==> config.mk <==
export PLATFORM = sky130hd
export DESIGN_NAME = uart_odbiornik_flat
export DESIGN_NICKNAME = d
export VERILOG_FILES = /design/src/rtl/uart_odbiornik_if.sv /design/src/rtl/uart_odbiornik.sv /design/src/flat_wrapper.sv
export SDC_FILE = /design/constraint.sdc
export NUM_CORES = 1
export LEC_CHECK = 0
export BUFFER_PORTS_ARGS = -buffer_cell sky130_fd_sc_hd__buf_2
export CORE_UTILIZATION = 30
export CTS_CLUSTER_SIZE = 30
export DETAILED_ROUTE_END_ITERATION = 6
export GPL_ROUTABILITY_DRIVEN = 0
export PLACE_DENSITY = 0.56
export SLEW_MARGIN = 0
export SYNTH_ARGS = -nofsm -noshare
export SYNTH_HDL_FRONTEND = slang
export SYNTH_SLANG_ARGS = --single-unit
==> constraint.sdc <==
create_clock -name CLK -period 1.8 [get_ports CLK]
set_clock_uncertainty 0.2 [all_clocks]
set_input_delay 0.09 -clock CLK [delete_from_list [all_inputs] [get_ports CLK]]
set_output_delay 0.09 -clock CLK [all_outputs]
set_load 0.05 [all_outputs]
==> src/rtl/uart_odbiornik_if.sv <==
// Serial input, frame options and received-byte outputs of the UART receiver.
interface uart_odbiornik_if;
    logic       wejscie_odb;
    logic       czy_parz;
    logic       jaki_parz;
    logic [7:0] slowo_odb;
    logic       gotowe;
    logic       blad_parz;
    logic       blad_ramki;
    logic       odbior;

    modport master (
        input  wejscie_odb, czy_parz, jaki_parz,
        output slowo_odb, gotowe, blad_parz, blad_ramki, odbior
    );

    modport slave (
        output wejscie_odb, czy_parz, jaki_parz,
        input  slowo_odb, gotowe, blad_parz, blad_ramki, odbior
    );
endinterface

==> src/rtl/uart_odbiornik.sv <==
// UART receiver: start, 8 data bits LSB first, optional parity, stop.
// Optional build macro ODB_GLOSOWANIE_EN: 3-sample majority vote per bit.
module uart_odbiornik #(
    parameter int unsigned DZIELNIK = 43
) (
    input  logic             CLK,
    input  logic             RST_N,
    uart_odbiornik_if.master bus
);

    localparam int unsigned POLOWA = DZIELNIK / 2;
    localparam int unsigned CW     = $clog2(DZIELNIK);
`ifdef ODB_GLOSOWANIE_EN
    localparam int unsigned PIERWSZY = POLOWA;
`else
    localparam int unsigned PIERWSZY = POLOWA - 1;
`endif

    typedef enum logic [2:0] {
        BEZCZYNNY,
        START,
        DANE,
        PARZ,
        STOP,
        KONIEC
    } stan_t;

    stan_t          stan;
    logic [CW-1:0]  licznik;
    logic [2:0]     nr_bitu;
    logic [7:0]     rejestr;
    logic           par_en;
    logic           par_typ;
    logic           bit_parz;

    logic           synch1;
    logic           synch2;
    logic           synch_pop;
`ifdef ODB_GLOSOWANIE_EN
    logic           synch_pop2;
`endif

    logic           start_c;
    logic           punkt_c;
    logic           probka_c;

    // Two-flop synchronizer plus history flop(s) for edge detect and voting
    always_ff @(posedge CLK or negedge RST_N) begin
        if (!RST_N) begin
            synch1    <= 1'b1;
            synch2    <= 1'b1;
            synch_pop <= 1'b1;
        end else begin
            synch1    <= bus.wejscie_odb;
            synch2    <= synch1;
            synch_pop <= synch2;
        end
    end

`ifdef ODB_GLOSOWANIE_EN
    always_ff @(posedge CLK or negedge RST_N) begin
        if (!RST_N) synch_pop2 <= 1'b1;
        else        synch_pop2 <= synch_pop;
    end

    assign probka_c = (synch2 & synch_pop) | (synch2 & synch_pop2) | (synch_pop & synch_pop2);
`else
    assign probka_c = synch2;
`endif

    assign start_c = !synch2 && synch_pop;
    assign punkt_c = (stan == START) ? (licznik == CW'(PIERWSZY))
                                     : (licznik == CW'(DZIELNIK - 1));

    // Receive FSM with registered outputs
    always_ff @(posedge CLK or negedge RST_N) begin
        if (!RST_N) begin
            stan           <= BEZCZYNNY;
            licznik        <= '0;
            nr_bitu        <= '0;
            rejestr        <= '0;
            par_en         <= 1'b0;
            par_typ        <= 1'b0;
            bit_parz       <= 1'b0;
            bus.slowo_odb  <= '0;
            bus.gotowe     <= 1'b0;
            bus.blad_parz  <= 1'b0;
            bus.blad_ramki <= 1'b0;
            bus.odbior     <= 1'b0;
        end else begin
            bus.gotowe <= 1'b0;
            if (stan != BEZCZYNNY) begin
                licznik <= punkt_c ? '0 : licznik + CW'(1);
            end
            case (stan)
                BEZCZYNNY: begin
                    if (start_c) begin
                        stan       <= START;
                        licznik    <= '0;
                        par_en     <= bus.czy_parz;
                        par_typ    <= bus.jaki_parz;
                        bus.odbior <= 1'b1;
                    end
                end
                START: begin
                    if (punkt_c) begin
                        if (!probka_c) begin
                            stan    <= DANE;
                            nr_bitu <= '0;
                        end else begin
                            stan       <= BEZCZYNNY;
                            bus.odbior <= 1'b0;
                        end
                    end
                end
                DANE: begin
                    if (punkt_c) begin
                        rejestr <= {probka_c, rejestr[7:1]};
                        nr_bitu <= nr_bitu + 3'd1;
                        if (nr_bitu == 3'd7) stan <= par_en ? PARZ : STOP;
                    end
                end
                PARZ: begin
                    if (punkt_c) begin
                        bit_parz <= probka_c;
                        stan     <= STOP;
                    end
                end
                STOP: begin
                    if (punkt_c) begin
                        bus.slowo_odb  <= rejestr;
                        bus.blad_parz  <= par_en & (bit_parz != (par_typ ? ~^rejestr : ^rejestr));
                        bus.blad_ramki <= ~probka_c;
                        bus.gotowe     <= 1'b1;
                        stan           <= KONIEC;
                    end
                end
                KONIEC: begin
                    stan       <= BEZCZYNNY;
                    bus.odbior <= 1'b0;
                end
                default: begin
                    stan       <= BEZCZYNNY;
                    bus.odbior <= 1'b0;
                end
            endcase
        end
    end

endmodule

==> src/flat_wrapper.sv <==
// flat-port wrapper written by rule: the top's interface ports become plain ports
module uart_odbiornik_flat 
#(
    parameter int unsigned DZIELNIK = 43
)
  (CLK, RST_N, bus_wejscie_odb, bus_czy_parz, bus_jaki_parz, bus_slowo_odb, bus_gotowe, bus_blad_parz, bus_blad_ramki, bus_odbior);
  uart_odbiornik_if bus_i ();
  input  logic CLK;
  input  logic RST_N;
  input wire logic [$bits(bus_i.wejscie_odb)-1:0] bus_wejscie_odb;
  input wire logic [$bits(bus_i.czy_parz)-1:0] bus_czy_parz;
  input wire logic [$bits(bus_i.jaki_parz)-1:0] bus_jaki_parz;
  output wire logic [$bits(bus_i.slowo_odb)-1:0] bus_slowo_odb;
  output wire logic [$bits(bus_i.gotowe)-1:0] bus_gotowe;
  output wire logic [$bits(bus_i.blad_parz)-1:0] bus_blad_parz;
  output wire logic [$bits(bus_i.blad_ramki)-1:0] bus_blad_ramki;
  output wire logic [$bits(bus_i.odbior)-1:0] bus_odbior;
  assign bus_i.wejscie_odb = bus_wejscie_odb;
  assign bus_i.czy_parz = bus_czy_parz;
  assign bus_i.jaki_parz = bus_jaki_parz;
  assign bus_slowo_odb = bus_i.slowo_odb;
  assign bus_gotowe = bus_i.gotowe;
  assign bus_blad_parz = bus_i.blad_parz;
  assign bus_blad_ramki = bus_i.blad_ramki;
  assign bus_odbior = bus_i.odbior;
  uart_odbiornik #(.DZIELNIK(DZIELNIK)) u_core (.CLK(CLK), .RST_N(RST_N), .bus(bus_i));
endmodule
==> impl_metrics.toml, run 1 <==
[status]
status = "complete, but fails checks"
failed_checks = "setup timing"

[sta]
setup_violations = 29
slew_headroom = 0.675
drv_slew = 0
period_minus_slack_ns = 1.94
setup-tns-final_ns = -2.29
report.final.hold_viol_count = 0
rsz0062_at_grt = "yes"
min_period_over_period = 1.08
fmaxAchievable_mhz = 515
timing.final.ws_setup_ns = -0.141
whs_ns = 0.162
worstMarginPinSlew_ns = 0.487

[die]
start_util = 0.315
die_x_um = 81.6
row_count = 28
die_h_um = 81.6
dieArea_um2 = 6660
core_area_um2 = 6030
io_pins = 17

[place]
dp_slack_ns = -0.110
dp_cells = 272
port_buffers = 16
dp_hpwl_um = 2740

[clock_tree]
clock_sinks = 38
clock-root-buffer = "clkbuf_8"
cts.clk_slew.worst_paths_ns = 0.08
cts_max_path_buffers = 2
htreeDepth = 2
clock_latency_ns = 0.29
cts_made_buffers = 5
tritoncts = "done"

[logic_synthesis]
synth_nets = 164
synth-compound-area-share = 0.0797
yosys.area_share.simple = 0.172
synth_xor_area_frac = 0.0533
ys.flop_type = "dfrtp_1"
synth.largest_area_cell = "dfrtp_1"
synth_cell_type_count = 46
yosysWarnings = 0
syn_inst = 156
synth_area_um2 = 1900
synth_top_family_by_area = "simple AND/OR/NAND/NOR gates"
synth_top_area_share = 0.461
async_flop_share = 1.00
synthTopCellsByArea = "dfrtp_1, mux2_1, mux2_4"
synthAdderAreaFrac = 0.0197
synth-seq-cells = 38
synth_mux_area_frac = 0.153
avgSynthCellArea_um2 = 12.2
synth_edf_count = 0
yosysSeqAreaShare = 0.502

[critical_path]
cp.required_ns = 1.78
critPathArrivalTime_ns = 1.92
crit_buf_inv = 2
startpoint_type = "flop"
crit_type = "reg2reg"
crit_family = "multiplexers"
crit_cells = 6
crit_path_max_incr_delay_ns = 0.43
crit_top_cell = "buf_4"
cp_cell_sequence = "nor3b_4, mux2i_4, buf_4, nor2_4, buf_4, mux2_4"
r2r_cells = 6
slowest_stage = "dfrtp_1"
critical_path.max_fanout = 4
cp-end-kind = "flop"
regToRegSetupSlack_ns = -0.14

[cells_and_area]
nNetsFinal = 226
num_antenna_cells = 0
stdcell_count = 294
utilization = 0.448
drive_gt1_frac = 0.493
syn_to_final_growth_pct = 41.9

[drt]
route.detailed.drc = 0
routed-wl-met2_um = 2060
first_iter_violations = 65
wire_per_inst_um = 14.7
wl_met3_um = 135
route.vias.total = 1385
drtPass1Iterations = 4
met1_length_um = 2020
finalWirelength_um = 4310
vias_per_cell = 4.71
routed.top_layer = "met4"
ant_nets = 0

[hold_path]
hold_depth = 0
hold_path.class = "reg2reg"

[power_and_ir_drop]
seqPwrFrac = 0.329
clockPowerShare = 0.262
vdd_drop_max_v = 0.000608
p_comb_frac = 0.409
power.density_nw_per_um2 = 1280
p_sw_mw = 1.13
power_leakage_nw = 1.27
p_int_mw = 2.32
switching_share = 0.328

[global_route]
grt_overflow = 0
antenna_found_initial = 0
grt_pass1_wl_um = 6770
grt_max_degree = 39
first_global_vias = 1381
grt_usage = 0.138

[run]
drv_cap = 0
final timing paths:
path,startpoint,to
max reg2reg,u_core.stan[2],u_core.rejestr[0]
min reg2reg,u_core.synch1,u_core.probka_c
min in group asynchronous,RST_N,u_core.bus.slowo_odb[7]
min,u_core.synch1,u_core.probka_c
max,u_core.stan[2],u_core.rejestr[0]
max in group asynchronous,RST_N,u_core.synch_pop
placed cells by master (no fill, tap or decap), types with 3 or more instances in the layout:
cell	count
dfrtp_1	35
buf_4	30
mux2_4	18
buf_2	16
nand2_1	10
buf_6	9
nand3_1	8
xnor2_1	8
nor2_1	7
clkbuf_8	6
nor2b_1	4
nand4_1	4
dlygate4sd3_1	4
o21ai_1	3
mux2_1	3
ha_1	3
dfstp_2	3
Yosys cell counts, types with 3 or more instances:
cell / number
xnor2_1: 8
mux2_1: 11
mux2_4: 8
nor2b_1: 4
dfstp_2: 3
nand4_1: 4
o21ai_1: 4
buf_2: 4
nand3_1: 9
ha_1: 3
nor2_1: 9
dfrtp_1: 35
nand2_1: 13
layout make-up:
class                           count  area, um2
Multi-Input combinational cell    112       1050
Inverter                            2       7.51
Sequential cell                    38        955
Clock buffer                        6       82.6
Fill cell                         576       3330
Clock inverter                      2       60.1
Timing Repair Buffer               59        447
Tap cell                           75       93.8
state kept, by name, indices dropped and copies added (netlist names):
| signal | count |
|---|---|
| u_core.probka_c | 1 |
| u_core.bus.odbior | 1 |
| u_core.bit_parz | 1 |
| u_core.stan | 3 |
| u_core.bus.blad_parz | 1 |
| u_core.par_typ | 1 |
| u_core.synch_pop | 1 |
| u_core.nr_bitu | 3 |
| u_core.bus.blad_ramki | 1 |
| u_core.licznik | 6 |
| u_core.par_en | 1 |
| u_core.bus.gotowe | 1 |
| u_core.bus.slowo_odb | 8 |
| u_core.synch1 | 1 |
| u_core.rejestr | 8 |
worst reg2reg max path, delay by kind of cell, from the launching register on:
kind                   cells  cell delay (ns)
multiplexers               2             0.61
flip-flops                 1             0.43
AND/OR/NAND/NOR            2             0.31
buffers and inverters      2             0.29
routing by layer:
layer | GRT usage | vias to the layer above
met3 | 0.0400 | 10
met2 | 0.224 | 24
met4 | 0.0649 | 0
met1 | 0.168 | 672
li1 | - | 679
met5 | 0 | -
power groups by stage:
stage	combinational, mW	sequential (mW)	clock [mW]
after detailed placement	1.15	1.15	0
after global routing	1.52	1.16	0.971
final	1.41	1.14	0.906
after CTS	1.27	1.13	0.933
after floorplan	0.653	1.19	0
after global placement	1.15	1.14	0
logic make-up after synthesis:
family,after synthesis
flops,38
mux,23
compound gates,20
buf+inv,7
simple gates,55
xor+xnor,10
fa+ha+maj,3
timing repair:
| action | 4_1_cts | 5_1_grt |
|---|---|---|
| gates cloned | 0 | 2 |
| endpoints found under the setup margin | 22 | 32 |
| gates resized for setup | 18 | 23 |
| hold endpoints to repair | 38 | 0 |
| hold buffers | 4 | 0 |
| setup buffers | 3 | 6 |
| pin swaps | 9 | 11 |
through the flow:
| stage | total power [mW] | instance area [um2] |
|---|---|---|
| 6_report | 3.46 | 2700 |
| 5_1_grt | 3.65 | 2700 |
| 4_1_cts | 3.34 | 2550 |
| 3_5_place_dp | 2.30 | 2290 |
| 3_3_place_gp | 2.30 | 2290 |
| 2_1_floorplan | 1.84 | 1910 |
No activity file was read; power rests on OpenSTA's default activity.
==> run 2: changes to the inputs <==
- ABC_AREA: not set -> 1
==> impl_metrics.toml, run 2 <==
[sta]
fmaxAchievable_mhz = 598
setup_violations = 0
min_period_over_period = 0.929
rsz0062_at_grt = "no"
report.final.hold_viol_count = 0
timing.final.ws_setup_ns = 0.128
whs_ns = 0.0837
worstMarginPinSlew_ns = 0.480
slew_headroom = 0.680
period_minus_slack_ns = 1.67
drv_slew = 0

[cells_and_area]
num_antenna_cells = 0
reg.largest.list = "u_core.bus.slowo_odb (8), u_core.rejestr (8), u_core.licznik (6)"
design_area_um2 = 2190
fillCellCount = 598
drive_gt1_frac = 0.222
stdcell_count = 314
utilization = 0.370
mostFrequentLayoutCells = "nand2_1, dfrtp_1, inv_1"
nNetsFinal = 246
final_common_cell = "nand2_1"
syn_to_final_growth_pct = 18.6

[logic_synthesis]
ys.flop_type = "dfrtp_1"
yosysMostFrequentCell = "nand2_1"
synth_nets = 218
synth_edf_count = 0
syn_inst = 210
avgSynthCellArea_um2 = 8.79
yosysWarnings = 0
synth-seq-cells = 38
synth_area_um2 = 1850
synth_cell_type_count = 25
yosysSeqAreaShare = 0.517
synth.largest_area_cell = "dfrtp_1"
synthTopCellsByArea = "dfrtp_1, nand2_1, inv_1"
netlist_top_cells_count = "nand2_1, dfrtp_1, inv_1"
synth_top_area_share = 0.475
async_flop_share = 1.00

[place]
dp_slack_ns = -0.0212
port_buffers = 16
dp_cells = 301
placed_area_um2 = 2010
dp_hpwl_um = 2460

[drt]
route.vias.total = 1372
finalWirelength_um = 3300
vias_per_cell = 4.37
first_iter_violations = 56
drtPass1Iterations = 4
ant_nets = 0
route.detailed.drc = 0
wire_per_inst_um = 10.5

[clock_tree]
clock_latency_ns = 0.29
cts.clk_slew.worst_paths_ns = 0.08
clock_sinks = 38
htreeDepth = 2
cts_made_buffers = 5
clock-root-buffer = "clkbuf_8"
tritoncts = "done"
cts_max_path_buffers = 2

[critical_path]
critPathArrivalTime_ns = 1.65
slowest_stage = "dfrtp_1"
crit_start = "u_core.stan[1]"
cp-end-kind = "flop"
crit_buf_inv = 3
startpoint_type = "flop"
crit_type = "reg2reg"
critical_path.max_fanout = 17
crit_path_max_incr_delay_ns = 0.43
crit_family = "simple AND/OR/NAND/NOR gates"
r2r-start = "u_core.stan[1]"
cp.required_ns = 1.77
cp_cell_sequence = "inv_1, nand3_2, inv_2, nand2_1, nand2_2, nand2_4, inv_6, nand2_4, nand2_1, o21ai_2"

[die]
dieArea_um2 = 6470
row_count = 28
start_util = 0.312
io_pins = 17
die_h_um = 80.4
die_x_um = 80.4
core_area_um2 = 5920

[global_route]
grt_overflow = 0
grt_pass1_wl_um = 5550
antenna_found_initial = 0
grt_max_degree = 23
grt_usage = 0.112
first_global_vias = 1246

[power_and_ir_drop]
power.density_nw_per_um2 = 1160
power_leakage_nw = 1.14
vdd_drop_max_v = 0.000527

[status]
status = "completed"

[hold_path]
hold_path.class = "in2async"

[run]
drv_cap = 0
==> run 2: final timing paths <==
kind | cells past startpoint | slack, ns | end
max | 10 | 0.13 | u_core.rejestr[6]
max reg2reg | 10 | 0.13 | u_core.rejestr[6]
min reg2reg | 0 | 0.16 | u_core.probka_c
min in group CLK | 0 | 0.16 | u_core.probka_c
max in group asynchronous | 3 | 0.71 | u_core.synch1
min | 2 | 0.08 | u_core.bus.slowo_odb[3]
==> run 2: final cells by class <==
| type | count | area, um2 | area share |
|---|---|---|---|
| Inverter | 26 | 103 | 0.0469 |
| Tap cell | 75 | 93.8 | 0.0429 |
| Timing Repair Buffer | 24 | 150 | 0.0686 |
| Clock buffer | 7 | 86.3 | 0.0394 |
| Multi-Input combinational cell | 143 | 772 | 0.353 |
| Sequential cell | 38 | 955 | 0.436 |
| Clock inverter | 1 | 30.0 | 0.0137 |
==> run 2: per-stage QoR <==
stage | setup TNS [ns] | power (mW)
final | 0 | 2.54
after global routing | 0 | 2.73
after CTS | 0 | 2.54
after detailed placement | -0.0212 | 1.77
after global placement | -0.0540 | 1.76
after floorplan | 0 | 1.59
==> run 2: kinds of logic (layout without fill, tap and decap cells) <==
group / after synthesis / in the layout / share of synthesized area
flops: 38 / 38 / 0.517
simple gates: 106 / 106 / 0.258
xor+xnor: 8 / 8 / 0.0380
fa+ha+maj: 3 / 3 / 0.0203
buf+inv: 29 / 58 / 0.0739
compound gates: 25 / 25 / 0.0861
mux: 1 / 1 / 0.00610
==> run 2: worst register-to-register path: stages, from the launching register on <==
cell,delay (ns)
dfrtp_1,0.43
inv_1,0.09
nand3_2,0.12
inv_2,0.08
nand2_1,0.06
nand2_2,0.10
nand2_4,0.09
inv_6,0.09
nand2_4,0.14
nand2_1,0.12
o21ai_2,0.05
==> run 2: layer usage <==
layer | up-vias | track usage | share of wire
met4 | 0 | 0.0482 | 0.021
met2 | 12 | 0.167 | 0.44
met1 | 637 | 0.154 | 0.52
li1 | 717 | - | -
met3 | 6 | 0.0273 | 0.017
met5 | - | 0 | 0
==> run 2: where the power goes <==
group | internal (mW) | switching [mW] | total (mW)
registers | 0.969 | 0.113 | 1.08
logic | 0.250 | 0.459 | 0.709
clock network | 0.452 | 0.298 | 0.750
==> run 2: what timing repair did <==
action	4_1_cts	5_1_grt
endpoints found under the hold margin	38	0
resized for setup	1	4
cloned	0	0
setup endpoints to repair	1	12
buffers inserted	0	1
hold buffers	4	0
